## src/rtl/norz_seq_pkg.sv

```systemverilog
// Shared types and constants for the opcode phase sequencer.
// Holds the FSM state encoding and the default phase-counter limits.
package norz_seq_pkg;

    typedef enum logic [1:0] {
        FETCH = 2'd0,
        EXEC  = 2'd1,
        OPND  = 2'd2
    } seq_state_t;

    localparam int              XPT_WIDTH_DEFAULT    = 5;
    localparam int              OP_WIDTH_DEFAULT     = 8;
    localparam int              XPT_MAX              = 2**XPT_WIDTH_DEFAULT - 1;
    localparam logic [7:0]      DEFAULT_RESET_OPCODE = 8'h00;

endpackage

```

## src/rtl/dual_rail_reg.sv

```systemverilog
// Register with a true and a complement rail, both flopped on the same edge.
// The complement is never derived combinationally, so both rails switch together.
module dual_rail_reg #(
    parameter int               WIDTH       = 8,
    parameter logic [WIDTH-1:0] RESET_VALUE = '0
) (
    input  logic             clock,
    input  logic             reset,
    input  logic             load,
    input  logic [WIDTH-1:0] d,
    output logic [WIDTH-1:0] q,
    output logic [WIDTH-1:0] not_q
);

    always_ff @(posedge clock or posedge reset) begin
        if (reset) begin
            q     <= RESET_VALUE;
            not_q <= ~RESET_VALUE;
        end else if (load) begin
            // NOTE: non-blocking assignments so every flop samples pre-edge values.
            q     <= d;
            not_q <= ~d;
        end
    end

endmodule

```

## src/rtl/op_phase_sequencer.sv

```systemverilog
// Fetches an opcode byte, then steps the XPT phase count while the decoder tree
// is enabled, pausing for operand fetches and stalls until the decoders finish.
module op_phase_sequencer
    import norz_seq_pkg::*;
#(
    parameter int                  XPT_WIDTH    = XPT_WIDTH_DEFAULT,
    parameter int                  OP_WIDTH     = OP_WIDTH_DEFAULT,
    parameter logic [OP_WIDTH-1:0] RESET_OPCODE = OP_WIDTH'(DEFAULT_RESET_OPCODE)
) (
    input  logic                 clock,
    input  logic                 reset,
    input  logic [OP_WIDTH-1:0]  MemData,
    input  logic                 MemReady,
    input  logic                 Stall,
    input  logic                 PR_Reset_XPT,
    input  logic                 Pa_Ophd,
    output logic                 MemReq,
    output logic                 PC_Inc,
    output logic                 enable,
    output logic [OP_WIDTH-1:0]  Source,
    output logic [OP_WIDTH-1:0]  notSource,
    output logic [XPT_WIDTH-1:0] XPT,
    output logic [XPT_WIDTH-1:0] notXPT,
    output logic [OP_WIDTH-1:0]  Operand,
    output logic                 Overrun
);

    localparam logic [XPT_WIDTH-1:0] XPT_LIMIT = XPT_WIDTH'(2**XPT_WIDTH - 1);

    seq_state_t           state, state_next;
    logic                 xpt_load;
    logic [XPT_WIDTH-1:0] xpt_d;
    logic                 source_load;
    logic                 operand_load;
    logic                 overrun_set;
    logic                 byte_accepted;

    always_ff @(posedge clock or posedge reset) begin
        if (reset) begin
            state   <= FETCH;
            PC_Inc  <= 1'b0;
            Operand <= '0;
            Overrun <= 1'b0;
        end else begin
            state  <= state_next;
            PC_Inc <= byte_accepted;
            if (operand_load) Operand <= MemData;
            if (overrun_set)  Overrun <= 1'b1;
        end
    end

    always_comb begin
        // NOTE: every output gets a default first so no path leaves one unassigned (no latches).
        state_next    = state;
        xpt_load      = 1'b0;
        xpt_d         = XPT;
        source_load   = 1'b0;
        operand_load  = 1'b0;
        overrun_set   = 1'b0;
        byte_accepted = 1'b0;
        MemReq        = 1'b0;
        enable        = 1'b0;
        unique case (state)
            FETCH: begin
                MemReq = 1'b1;
                if (MemReady) begin
                    source_load   = 1'b1;
                    byte_accepted = 1'b1;
                    xpt_load      = 1'b1;
                    xpt_d         = '0;
                    state_next    = EXEC;
                end
            end
            EXEC: begin
                enable = 1'b1;
                // Limit check sits above the increment so the count never wraps.
                if (PR_Reset_XPT) begin
                    xpt_load   = 1'b1;
                    xpt_d      = '0;
                    state_next = FETCH;
                end else if (XPT == XPT_LIMIT) begin
                    overrun_set = 1'b1;
                    xpt_load    = 1'b1;
                    xpt_d       = '0;
                    state_next  = FETCH;
                end else if (Pa_Ophd) begin
                    state_next = OPND;
                end else if (!Stall) begin
                    xpt_load = 1'b1;
                    xpt_d    = XPT + XPT_WIDTH'(1);
                end
            end
            OPND: begin
                MemReq = 1'b1;
                if (MemReady) begin
                    operand_load  = 1'b1;
                    byte_accepted = 1'b1;
                    xpt_load      = 1'b1;
                    xpt_d         = XPT + XPT_WIDTH'(1);
                    state_next    = EXEC;
                end
            end
            default: state_next = FETCH;
        endcase
    end

    dual_rail_reg #(
        .WIDTH       (OP_WIDTH),
        .RESET_VALUE (RESET_OPCODE)
    ) u_source_reg (
        .clock (clock),
        .reset (reset),
        .load  (source_load),
        .d     (MemData),
        .q     (Source),
        .not_q (notSource)
    );

    dual_rail_reg #(
        .WIDTH       (XPT_WIDTH),
        .RESET_VALUE ('0)
    ) u_xpt_reg (
        .clock (clock),
        .reset (reset),
        .load  (xpt_load),
        .d     (xpt_d),
        .q     (XPT),
        .not_q (notXPT)
    );

endmodule

```

## config.mk

```make
export PLATFORM = sky130hd
export DESIGN_NAME = op_phase_sequencer
export DESIGN_NICKNAME = d
export VERILOG_FILES = /design/src/rtl/norz_seq_pkg.sv /design/src/rtl/dual_rail_reg.sv /design/src/rtl/op_phase_sequencer.sv
export SDC_FILE = /design/constraint.sdc
export NUM_CORES = 1
export LEC_CHECK = 0
export ABC_AREA = 1
export CELL_PAD_IN_SITES_DETAIL_PLACEMENT = 2
export CELL_PAD_IN_SITES_GLOBAL_PLACEMENT = 2
export CORE_UTILIZATION = 27
export DETAILED_ROUTE_END_ITERATION = 16
export GPL_TIMING_DRIVEN = 0
export PLACE_DENSITY = 0.87
export SLEW_MARGIN = 20
export SYNTH_ARGS = -nofsm -noshare
export SYNTH_HDL_FRONTEND = slang
export SYNTH_SLANG_ARGS = --single-unit
```

## constraint.sdc

```tcl
create_clock -name clock -period 2.25 [get_ports clock]
set_input_delay 0.675 -clock clock [delete_from_list [all_inputs] [get_ports clock]]
set_output_delay 0.675 -clock clock [all_outputs]
set_load 0.02 [all_outputs]
```

==> qor.yml, run 1 <==
setup_path:
  cp.depth: 1
  path_buf_inv: 1
  crit_arrival_ns: 1.46
  startpoint: "u_source_reg.not_q[2]$_DFFE_PP1P_"
  worstSetupPathType: "register to primary output"
  start_kind: "register"
  cpPeakStageDelay_ns: 0.63
  cp_data_required_time_ns: 1.57
  ff2ff_setup_slack_ns: 0.21
  rr_startpoint: "u_xpt_reg.q[0]$_DFFE_PP0P_"
  cpMaxStageDelayCell: "clkdlybuf4s50_1"
  endpoint: "notSource[2]"
  critPathMaxFanout: 2
  crit_chain: "clkdlybuf4s50_1"
  path_delay_family: "buffers and inverters"
  worstRegToRegCells: 12
  critPathCaptureType: "primary output"
  worstReg2RegEnd: "u_xpt_reg.not_q[4]$_DFFE_PP1P_"
sta:
  fin_skew_ns: 0.006660
  timing.fmax_ghz: 0.4673
  setup_tns_ns: 0
  timing.final.crit_share: 0.9511
  slew_headroom: 0.7060
  setup_viol: 0
  maxSlewViolCount: 0
  worst_pin_slew_ns: 0.4404
  hold_violations: 0
  fin_crit_ns: 2.140
  rsz0062_at_grt: "false"
route:
  wl_per_cell_um: 15.09
  drt_wl_total_um: 4860
  drc: 0
  firstDrtPassIters: 4
  via_count: 1491
  vias_per_cell: 4.630
  ant_nets: 0
  initialDrtViolationCount: 29
pwr:
  internal_power_mw: 1.493
  p_sw_frac: 0.3574
  leakage_nw: 1.127
  vdd_drop_max_v: 0.0005630
  pwr-share-seq: 0.420
  clkPwrFrac: 0.208
  power_switching_mw: 0.8303
  power_density_mw_per_mm2: 963.6
  comb_power_share: 0.372
floorplanning:
  ios: 52
  initial_core_util: 0.2820
  die_area_mm2: 0.006576
  die_x_um: 81.10
  die_height_um: 81.10
  num_rows: 28
  core_area_mm2: 0.005991
global_routing:
  grt_pass1_vias: 1641
  grt_pass1_wl_um: 8135
  grt.overflow.total: 0
  antenna_found_initial: 0
  grt_usage: 0.1685
  grt_start_max_net_pins: 22
synth:
  synth_compound_area_frac: 0.1148
  ys_seq_elements: 38
  synthAdderAreaFrac: 0.02222
  synth_xor_area_frac: 0.005185
  synth_top_family_by_area: "simple AND/OR/NAND/NOR gates"
  syn-num-nets: 204
  synthTopCellsByArea: "dfrtp_1 (37%), dfstp_2 (20%), nand2_1 (13%)"
  post_synth_mux_area_share: 0.006667
  synthSimpleGateAreaFrac: 0.2148
  synth_top_area_share: 0.3704
  syn_area_mm2: 0.001689
  synth.avg_cell_area_um2: 9.033
  synth_cell_types: 26
  ys_warn_count: 0
  yosysSeqAreaShare: 0.5726
  syn_inst: 187
  synth_top_area_cell: "dfrtp_1"
finish:
  num_antenna_cells: 0
  syn2layout_area_growth_pct: 42.74
  final_cell_count_no_fill: 322
  drive_gt1_frac: 0.1579
  num-nets-final: 263
worst_hold_path:
  hp-class: "register to register"
  holdPathStages: 2
outcome:
  status: "finished, final reports clean"
place:
  port_buffers: 51
  dp_hpwl_um: 3698
  gp_congestion: 0.7392
  dpl.cell_count: 314
cts:
  h-tree-depth: 2
  cts_hold_buf: 0
  clkTransAtPathRegs_ns: 0.08
  clkLatencyLatePin_ns: 0.30
  clock_sinks: 38
  numCtsBuffers: 5
  tritoncts: "built"
  cts_root_buf: "clkbuf_8"
  clock_tree.buffer_depth: 2
job:
  drv_cap: 0
## state kept, by name (all words and copies together), names as in the netlist, named ones only
name	cells
PC_Inc	1
u_source_reg.q	8
u_xpt_reg.not_q	5
Operand	8
Overrun	1
u_source_reg.not_q	8
u_xpt_reg.q	2
state	2
## cells in the final DEF (no fill, tap or decap)
cell	count
nand2_1	60
o21ai_0	19
a21boi_0	1
inv_2	4
inv_1	17
xor2_1	1
nor2_1	8
clkinv_4	1
o21ai_1	1
clkbuf_8	5
or2_2	1
nand3_1	9
buf_4	2
mux2_2	1
o211ai_1	1
clkinv_2	1
dfstp_2	13
o21a_1	8
nor2_4	2
ha_1	3
a31o_2	1
buf_16	1
dfrtp_1	25
clkbuf_1	1
nand2_2	1
dlygate4sd2_1	2
buf_2	2
clkdlybuf4s50_1	49
nand4_1	1
nand2_4	1
a21oi_1	2
clkinvlp_4	1
nor2_2	2
## metal layers
layer	wire, µm	vias to the layer above	track usage
li1	-	709	-
met1	2025	737	0.1896
met2	2382	38	0.2807
met3	376	7	0.07303
met4	76	0	0.06429
met5	0	-	0
## power groups by stage
stage | registers (mW) | logic [mW] | clock network [mW]
global route | 0.995 | 0.936 | 0.530
global placement | 0.982 | 0.845 | 0
CTS | 0.980 | 0.879 | 0.517
floorplan | 1.17 | 0.246 | 0
finish | 0.977 | 0.864 | 0.483
detailed placement | 0.990 | 0.877 | 0
## repair_timing
| item | 4_1_cts | 5_1_grt |
|---|---|---|
| gates resized for setup | 2 | 1 |
| endpoints found under the setup margin | 2 | 1 |
| setup buffers | 0 | 0 |
## how the worst min path moves through the flow
stage | start | endpoint | slack, ns
after floorplan | u_xpt_reg.not_q[0]$_DFFE_PP1P_ | u_xpt_reg.not_q[0]$_DFFE_PP1P_ | 0.50
after global placement | u_xpt_reg.not_q[0]$_DFFE_PP1P_ | u_xpt_reg.not_q[0]$_DFFE_PP1P_ | 0.45
after detailed placement | u_xpt_reg.not_q[0]$_DFFE_PP1P_ | u_xpt_reg.not_q[0]$_DFFE_PP1P_ | 0.46
after CTS | u_xpt_reg.not_q[0]$_DFFE_PP1P_ | u_xpt_reg.not_q[0]$_DFFE_PP1P_ | 0.48
after global routing | u_xpt_reg.not_q[3]$_DFFE_PP1P_ | u_xpt_reg.not_q[3]$_DFFE_PP1P_ | 0.49
final | u_xpt_reg.not_q[0]$_DFFE_PP1P_ | u_xpt_reg.not_q[0]$_DFFE_PP1P_ | 0.47
## final cells by class
class,instances,area (µm²)
Inverter,21,78.83
Buffer,5,28.78
Clock inverter,3,21.27
Timing Repair Buffer,52,535.5
Fill cell,679,3580
Tap cell,75,93.84
Multi-Input combinational cell,123,616.8
Clock buffer,5,68.82
Sequential cell,38,967.2
## synthesized netlist by cell type (all sizes together)
cell and instances:
nand2 62, dfrtp 25, inv 21, o21ai 20, dfstp 13, nor2 12, nand3 9, o21a 8
buf 4, ha 3, a21oi 2, a21boi 1, a31o 1, clkbuf 1, mux2 1, nand4 1
o211ai 1, or2 1, xor2 1
## kinds of logic (layout without fill, tap and decap cells)
| kind of cell | Yosys count | in the layout |
|---|---|---|
| AND/OR/NAND/NOR | 85 | 85 |
| flip-flops | 38 | 38 |
| AO/OA/AOI/OAI | 33 | 33 |
| buffers and inverters | 26 | 86 |
| adder cells (fa/ha/maj) | 3 | 3 |
| XOR/XNOR | 1 | 1 |
| multiplexers | 1 | 1 |
## per-stage QoR
step / area [µm²] / hold slack [ns] / setup WS, ns / power (mW) / utilization
2_1_floorplan: 1689 / 0.4987 / 0.4038 / 1.419 / -
3_3_place_gp: 2293 / 0.4547 / -0.1500 / 1.828 / 0.3828
3_5_place_dp: 2321 / 0.4646 / 0.007341 / 1.867 / 0.3874
4_1_cts: 2409 / 0.4786 / 0.07976 / 2.376 / 0.4020
5_1_grt: 2411 / 0.4942 / 0.02791 / 2.461 / 0.4025
6_report: 2411 / 0.4702 / 0.1101 / 2.323 / 0.4025
Power figures use the tool's default switching activity.
==> run 2: changes to the inputs <==
--- a/config.mk
+++ b/config.mk
@@ -8,6 +8,7 @@
 export ABC_AREA = 1
 export CELL_PAD_IN_SITES_DETAIL_PLACEMENT = 2
 export CELL_PAD_IN_SITES_GLOBAL_PLACEMENT = 2
+export CORE_MARGIN = 4
 export CORE_UTILIZATION = 27
 export DETAILED_ROUTE_END_ITERATION = 16
 export GPL_TIMING_DRIVEN = 0
==> run 2 against run 1 <==
Combinational power is 2.4% higher. Highest routed layer unchanged. Sequential share of layout area decreased by 0.36 points. Largest cell class unchanged. Critical path type unchanged. Non-clock buffer count stayed put.
==> qor.yml, run 2 (same netlist as run 1, synthesis figures left out) <==
setup_path:
  critPathCaptureType: "primary output"
  crit_arrival_ns: 1.47
  crit_chain: "clkdlybuf4s50_1"
  path_buf_inv: 1
  start_kind: "register"
  path_delay_family: "buffers and inverters"
  critPathMaxFanout: 2
  cp_data_required_time_ns: 1.57
  cpPeakStageDelay_ns: 0.63
  cpMaxStageDelayCell: "clkdlybuf4s50_1"
  worstSetupPathType: "register to primary output"
cts:
  clock_tree.buffer_depth: 2
  post-cts-setup-buffers: 0
  clkTransAtPathRegs_ns: 0.08
  clkLatencyLatePin_ns: 0.30
  cts_root_buf: "clkbuf_8"
  h-tree-depth: 2
  numCtsBuffers: 5
  clock_sinks: 38
  tritoncts: "built"
floorplanning:
  ios: 52
  die_height_um: 87.10
  die_x_um: 87.10
  die_area_mm2: 0.007586
  core_area_mm2: 0.005991
  initial_core_util: 0.2820
  num_rows: 28
place:
  place_area_mm2: 0.002321
  dp_hpwl_um: 4103
  port_buffers: 51
  gp_congestion: 0.7517
pwr:
  leakage_nw: 1.139
  power_mw: 2.459
  power_density_mw_per_mm2: 1010
  vdd_drop_max_v: 0.0004785
finish:
  num_antenna_cells: 0
  drive_gt1_frac: 0.1579
  reg.largest.list: "Operand x8, u_source_reg.not_q x8, u_source_reg.q x8"
  layout.cells.most_common: "nand2_1"
  post-route-cell-area_mm2: 0.002436
  layout_common_cells: "nand2_1 (60), clkdlybuf4s50_1 (49), dfrtp_1 (24)"
  num-nets-final: 263
  syn2layout_area_growth_pct: 44.22
  postLayoutCoreUtil: 0.4066
outcome:
  status: "finished, final reports clean"
sta:
  setup_tns_ns: 0
  setup_viol: 0
  fin_skew_ns: 0.005023
  rsz0062_at_grt: "false"
  timing.fmax_ghz: 0.4671
  fin_crit_ns: 2.141
  slew_headroom: 0.6633
  timing.final.crit_share: 0.9515
  hold_violations: 0
  worst_pin_slew_ns: 0.5050
  maxSlewViolCount: 0
route:
  wl_per_cell_um: 17.30
  via_count: 1500
  initialDrtViolationCount: 56
  ant_nets: 0
  firstDrtPassIters: 3
  vias_per_cell: 4.658
  drc: 0
  drt_wl_total_um: 5571
global_routing:
  grt_pass1_vias: 1790
  antenna_found_initial: 0
  grt_usage: 0.1594
  grt.overflow.total: 0
  grt_pass1_wl_um: 9108
  grt_start_max_net_pins: 24
worst_hold_path:
  hp-class: "register to register"
job:
  drv_cap: 0
-- run 2: through the flow --
step / cells / setup slack (ns) / hold WS [ns]
2_1_floorplan: 187 / 0.4038 / 0.4987
3_3_place_gp: 313 / -0.1576 / 0.4540
3_5_place_dp: 314 / 0.04960 / 0.4629
4_1_cts: 322 / 0.003427 / 0.4768
5_1_grt: 322 / 0.01876 / 0.5035
6_report: 322 / 0.1090 / 0.4710
-- run 2: worst paths after layout --
path | cells after the start | endpoint | slack [ns] | start
min in group asynchronous | 2 | u_source_reg.q[1]$_DFFE_PP0P_ | 0.67 | reset
min | 2 | u_xpt_reg.not_q[0]$_DFFE_PP1P_ | 0.47 | u_xpt_reg.not_q[0]$_DFFE_PP1P_
max in group asynchronous | 3 | u_source_reg.not_q[3]$_DFFE_PP1P_ | 1.05 | reset
max reg2reg | 12 | u_xpt_reg.not_q[4]$_DFFE_PP1P_ | 0.24 | u_xpt_reg.q[0]$_DFFE_PP0P_
min reg2reg | 2 | u_xpt_reg.not_q[0]$_DFFE_PP1P_ | 0.47 | u_xpt_reg.not_q[0]$_DFFE_PP1P_
max | 1 | notSource[5] | 0.11 | u_source_reg.not_q[5]$_DFFE_PP1P_
-- run 2: cell type report --
type / instances / area, µm²
sequential: 38 / 968.4
clock buffer: 6 / 72.57
clock inverter: 2 / 37.54
multi-input combinational: 123 / 616.8
buffer: 5 / 28.78
timing repair buffer: 52 / 539.3
tap: 75 / 93.84
fill: 655 / 3555
inverter: 21 / 78.83
-- run 2: where the power goes --
part | total [mW] | switching (mW) | internal (mW)
registers | 0.980 | 0.101 | 0.879
clock network | 0.594 | 0.263 | 0.331
logic | 0.885 | 0.486 | 0.399
total | 2.46 | 0.850 | 1.61
-- run 2: what timing repair did --
| item | CTS | global route |
|---|---|---|
| setup endpoints to repair | 1 | 3 |
| hold buffers | 0 | 0 |
| gates resized for setup | 1 | 3 |
-- run 2: layer usage --
layer,part of all wire,global-route usage,vias up,wire [µm]
met4,0.011,0.03766,0,60
met5,0,0,-,0
met2,0.51,0.2788,41,2850
met1,0.39,0.1733,746,2165
met3,0.089,0.07758,6,494
li1,-,-,707,-
==> run 3: changes to the inputs <==
--- a/config.mk
+++ b/config.mk
@@ -12,8 +12,9 @@
 export CORE_UTILIZATION = 27
 export DETAILED_ROUTE_END_ITERATION = 16
 export GPL_TIMING_DRIVEN = 0
-export PLACE_DENSITY = 0.87
+export PLACE_DENSITY = 0.86
 export SLEW_MARGIN = 20
 export SYNTH_ARGS = -nofsm -noshare
 export SYNTH_HDL_FRONTEND = slang
+export SYNTH_HIERARCHICAL = 1
 export SYNTH_SLANG_ARGS = --single-unit
==> run 3 against run 2 <==
First-iteration DRC count shrank 68%. Clock power grew 24%. Clock skew grew 0.00065 ns. Flip-flop and latch count is the same. Sequential share of layout area shrank 3.1 points. Setup slack lost 0.0094 ns. Register-to-register slack lost 0.10 ns. Global-route usage shrank 1.7 points. Highest routed layer unchanged.
==> qor.yml, run 3 <==
outcome:
  status: "finished, final reports clean"
pwr:
  leakage_nw: 1.315
  power_density_mw_per_mm2: 1091
  power_mw: 2.884
  vdd_drop_max_v: 0.0003452
synth:
  syn-num-nets: 237
  synth_ff_type: "dfrtp_1"
  ys_warn_count: 6
  syn_area_mm2: 0.001856
  synth_top_area_share: 0.3372
  ys_seq_elements: 38
  yosysSeqAreaShare: 0.5212
  async_flop_share: 1.000
  synth_enable_flop_cells: 0
  synth.avg_cell_area_um2: 8.434
  synthTopCellsByArea: "dfrtp_1 (34%), nand2_1 (20%), dfstp_2 (18%)"
  post-synth-top-count-cell: "nand2_1"
  synth_common_cells: "nand2_1 (98), dfrtp_1 (25), inv_1 (24)"
  synth_top_area_cell: "dfrtp_1"
  synth_cell_types: 21
  syn_inst: 220
place:
  dp_hpwl_um: 4235
  port_buffers: 51
  gp_congestion: 0.7768
  place_area_mm2: 0.002462
setup_path:
  rr_startpoint: "u_xpt_reg/q[0]$_DFFE_PP0P_"
  critPathMaxFanout: 8
  crit_chain: "clkdlybuf4s50_1"
  crit_arrival_ns: 1.48
  worstSetupPathType: "register to primary output"
  worstReg2RegEnd: "u_xpt_reg/not_q[2]$_DFFE_PP1P_"
  worstRegToRegCells: 12
  cpMaxStageDelayCell: "clkdlybuf4s50_1"
  start_kind: "register"
  ff2ff_setup_slack_ns: 0.14
  critPathCaptureType: "primary output"
  path_buf_inv: 1
  cpPeakStageDelay_ns: 0.67
  path_delay_family: "buffers and inverters"
  cp_data_required_time_ns: 1.57
floorplanning:
  die_x_um: 90.90
  die_height_um: 90.90
  die_area_mm2: 0.008263
  ios: 52
  core_area_mm2: 0.006495
  num_rows: 29
  initial_core_util: 0.2857
worst_hold_path:
  hp-start: "u_source_reg/not_q[4]$_DFFE_PP1P_"
  min_to: "u_source_reg/not_q[4]$_DFFE_PP1P_"
  hp-class: "register to register"
  holdPathStages: 2
cts:
  numCtsBuffers: 5
  clkLatencyLatePin_ns: 0.30
  clkTransAtPathRegs_ns: 0.08
  cts_hold_buf: 0
  tritoncts: "built"
  cts_root_buf: "clkbuf_8"
  h-tree-depth: 2
  clock_tree.buffer_depth: 2
  clock_sinks: 38
route:
  wl_per_cell_um: 15.77
  vias_per_cell: 4.700
  via_count: 1692
  drc: 0
  drt_wl_total_um: 5678
  ant_nets: 0
  initialDrtViolationCount: 18
  firstDrtPassIters: 4
global_routing:
  antenna_found_initial: 0
  grtUsageMet3: 0.03250
  grt_usage: 0.1423
  grt_start_max_net_pins: 17
  grtUsageMet1: 0.1682
  gr-usage-met2: 0.2582
  grt_pass1_vias: 1922
  grt.overflow.total: 0
  grt_pass1_wl_um: 9480
  busiest_layer: "met2"
finish:
  reg.largest.list: "Operand x8, u_source_reg/not_q x8, u_source_reg/q x8"
  layout_common_cells: "nand2_1 (97), clkdlybuf4s50_1 (49), inv_1 (24)"
  drive_gt1_frac: 0.1943
  layout.cells.most_common: "nand2_1"
  num-nets-final: 299
  syn2layout_area_growth_pct: 42.48
  num_antenna_cells: 0
  post-route-cell-area_mm2: 0.002644
sta:
  hold_violations: 0
  timing.fmax_ghz: 0.4650
  worst_pin_slew_ns: 0.6202
  maxSlewViolCount: 0
  timing.final.crit_share: 0.9557
  slew_headroom: 0.5861
  fin_crit_ns: 2.150
  fin_skew_ns: 0.005670
  setup_viol: 0
job:
  drv_cap: 0
==> run 3: final cells by class <==
type                    count  area (µm²)
plain buffers               5       55.05
clock buffers               6       82.58
clock inverters             2       60.06
fillers                   728        3851
inverters                  27       108.9
multi-input cells         150       733.2
flip-flops and latches     38       969.7
well taps                  77       96.34
repair buffers             55       538.0
==> run 3: worst max-delay path by stage <==
| stage | from | endpoint | slack (ns) | cells after the start |
|---|---|---|---|---|
| CTS | u_xpt_reg/q[0]$_DFFE_PP0P_ | XPT[0] | 0.06 | 1 |
| finish | u_xpt_reg/q[2]$_DFFE_PP0P_ | XPT[2] | 0.1 | 1 |
| detailed placement | MemReady | u_xpt_reg/not_q[0]$_DFFE_PP1P_ | -0.15 | 11 |
| global placement | MemReady | u_xpt_reg/q[0]$_DFFE_PP0P_ | -0.12 | 10 |
| floorplan | u_xpt_reg/q[0]$_DFFE_PP0P_ | u_xpt_reg/not_q[0]$_DFFE_PP1P_ | 0.39 | 12 |
| global route | u_xpt_reg/q[0]$_DFFE_PP0P_ | u_xpt_reg/not_q[0]$_DFFE_PP1P_ | -0.03 | 12 |
==> run 3: report_power, final <==
group / leakage, nW / switching, mW / internal (mW)
logic: 0.796 / 0.590 / 0.516
clock network: 0.0714 / 0.261 / 0.473
registers: 0.447 / 0.131 / 0.914
total: 1.31 / 0.981 / 1.90
==> run 3: per-stage QoR <==
stage / TNS [ns] / instances / hold slack, ns / utilization / setup slack [ns]
floorplan: 0 / 220 / 0.4933 / - / 0.3938
global placement: -0.2334 / 348 / 0.4494 / 0.3791 / -0.1223
detailed placement: -0.4096 / 348 / 0.4548 / 0.3791 / -0.1490
CTS: 0 / 356 / 0.4681 / 0.4007 / 0.06434
global route: -0.02818 / 360 / 0.4843 / 0.4071 / -0.02591
finish: 0 / 360 / 0.4637 / 0.4071 / 0.09964
==> run 3: logic make-up (layout without fill, tap and decap cells) <==
group	count (synthesis)	after routing	synth area share
flops	38	38	0.5212
simple gates	131	131	0.2980
mux	8	8	0.04855
fa+ha+maj	3	3	0.02023
buf+inv	32	95	0.08834
compound gates	8	8	0.02360
==> run 3: layer usage <==
layer / up-vias / wire length [µm] / part of all wire
li1: 803 / - / -
met1: 838 / 2481 / 0.44
met2: 43 / 2881 / 0.51
met3: 8 / 226 / 0.040
met4: 0 / 89 / 0.016
met5: - / 0 / 0
==> run 3: what timing repair did <==
| action | 4_1_cts | 5_1_grt |
|---|---|---|
| setup endpoints to repair | 2 | 11 |
| endpoints found under the hold margin | 0 | 0 |
| resized for setup | 2 | 6 |
| pin swaps | 0 | 3 |
| buffers inserted | 0 | 4 |
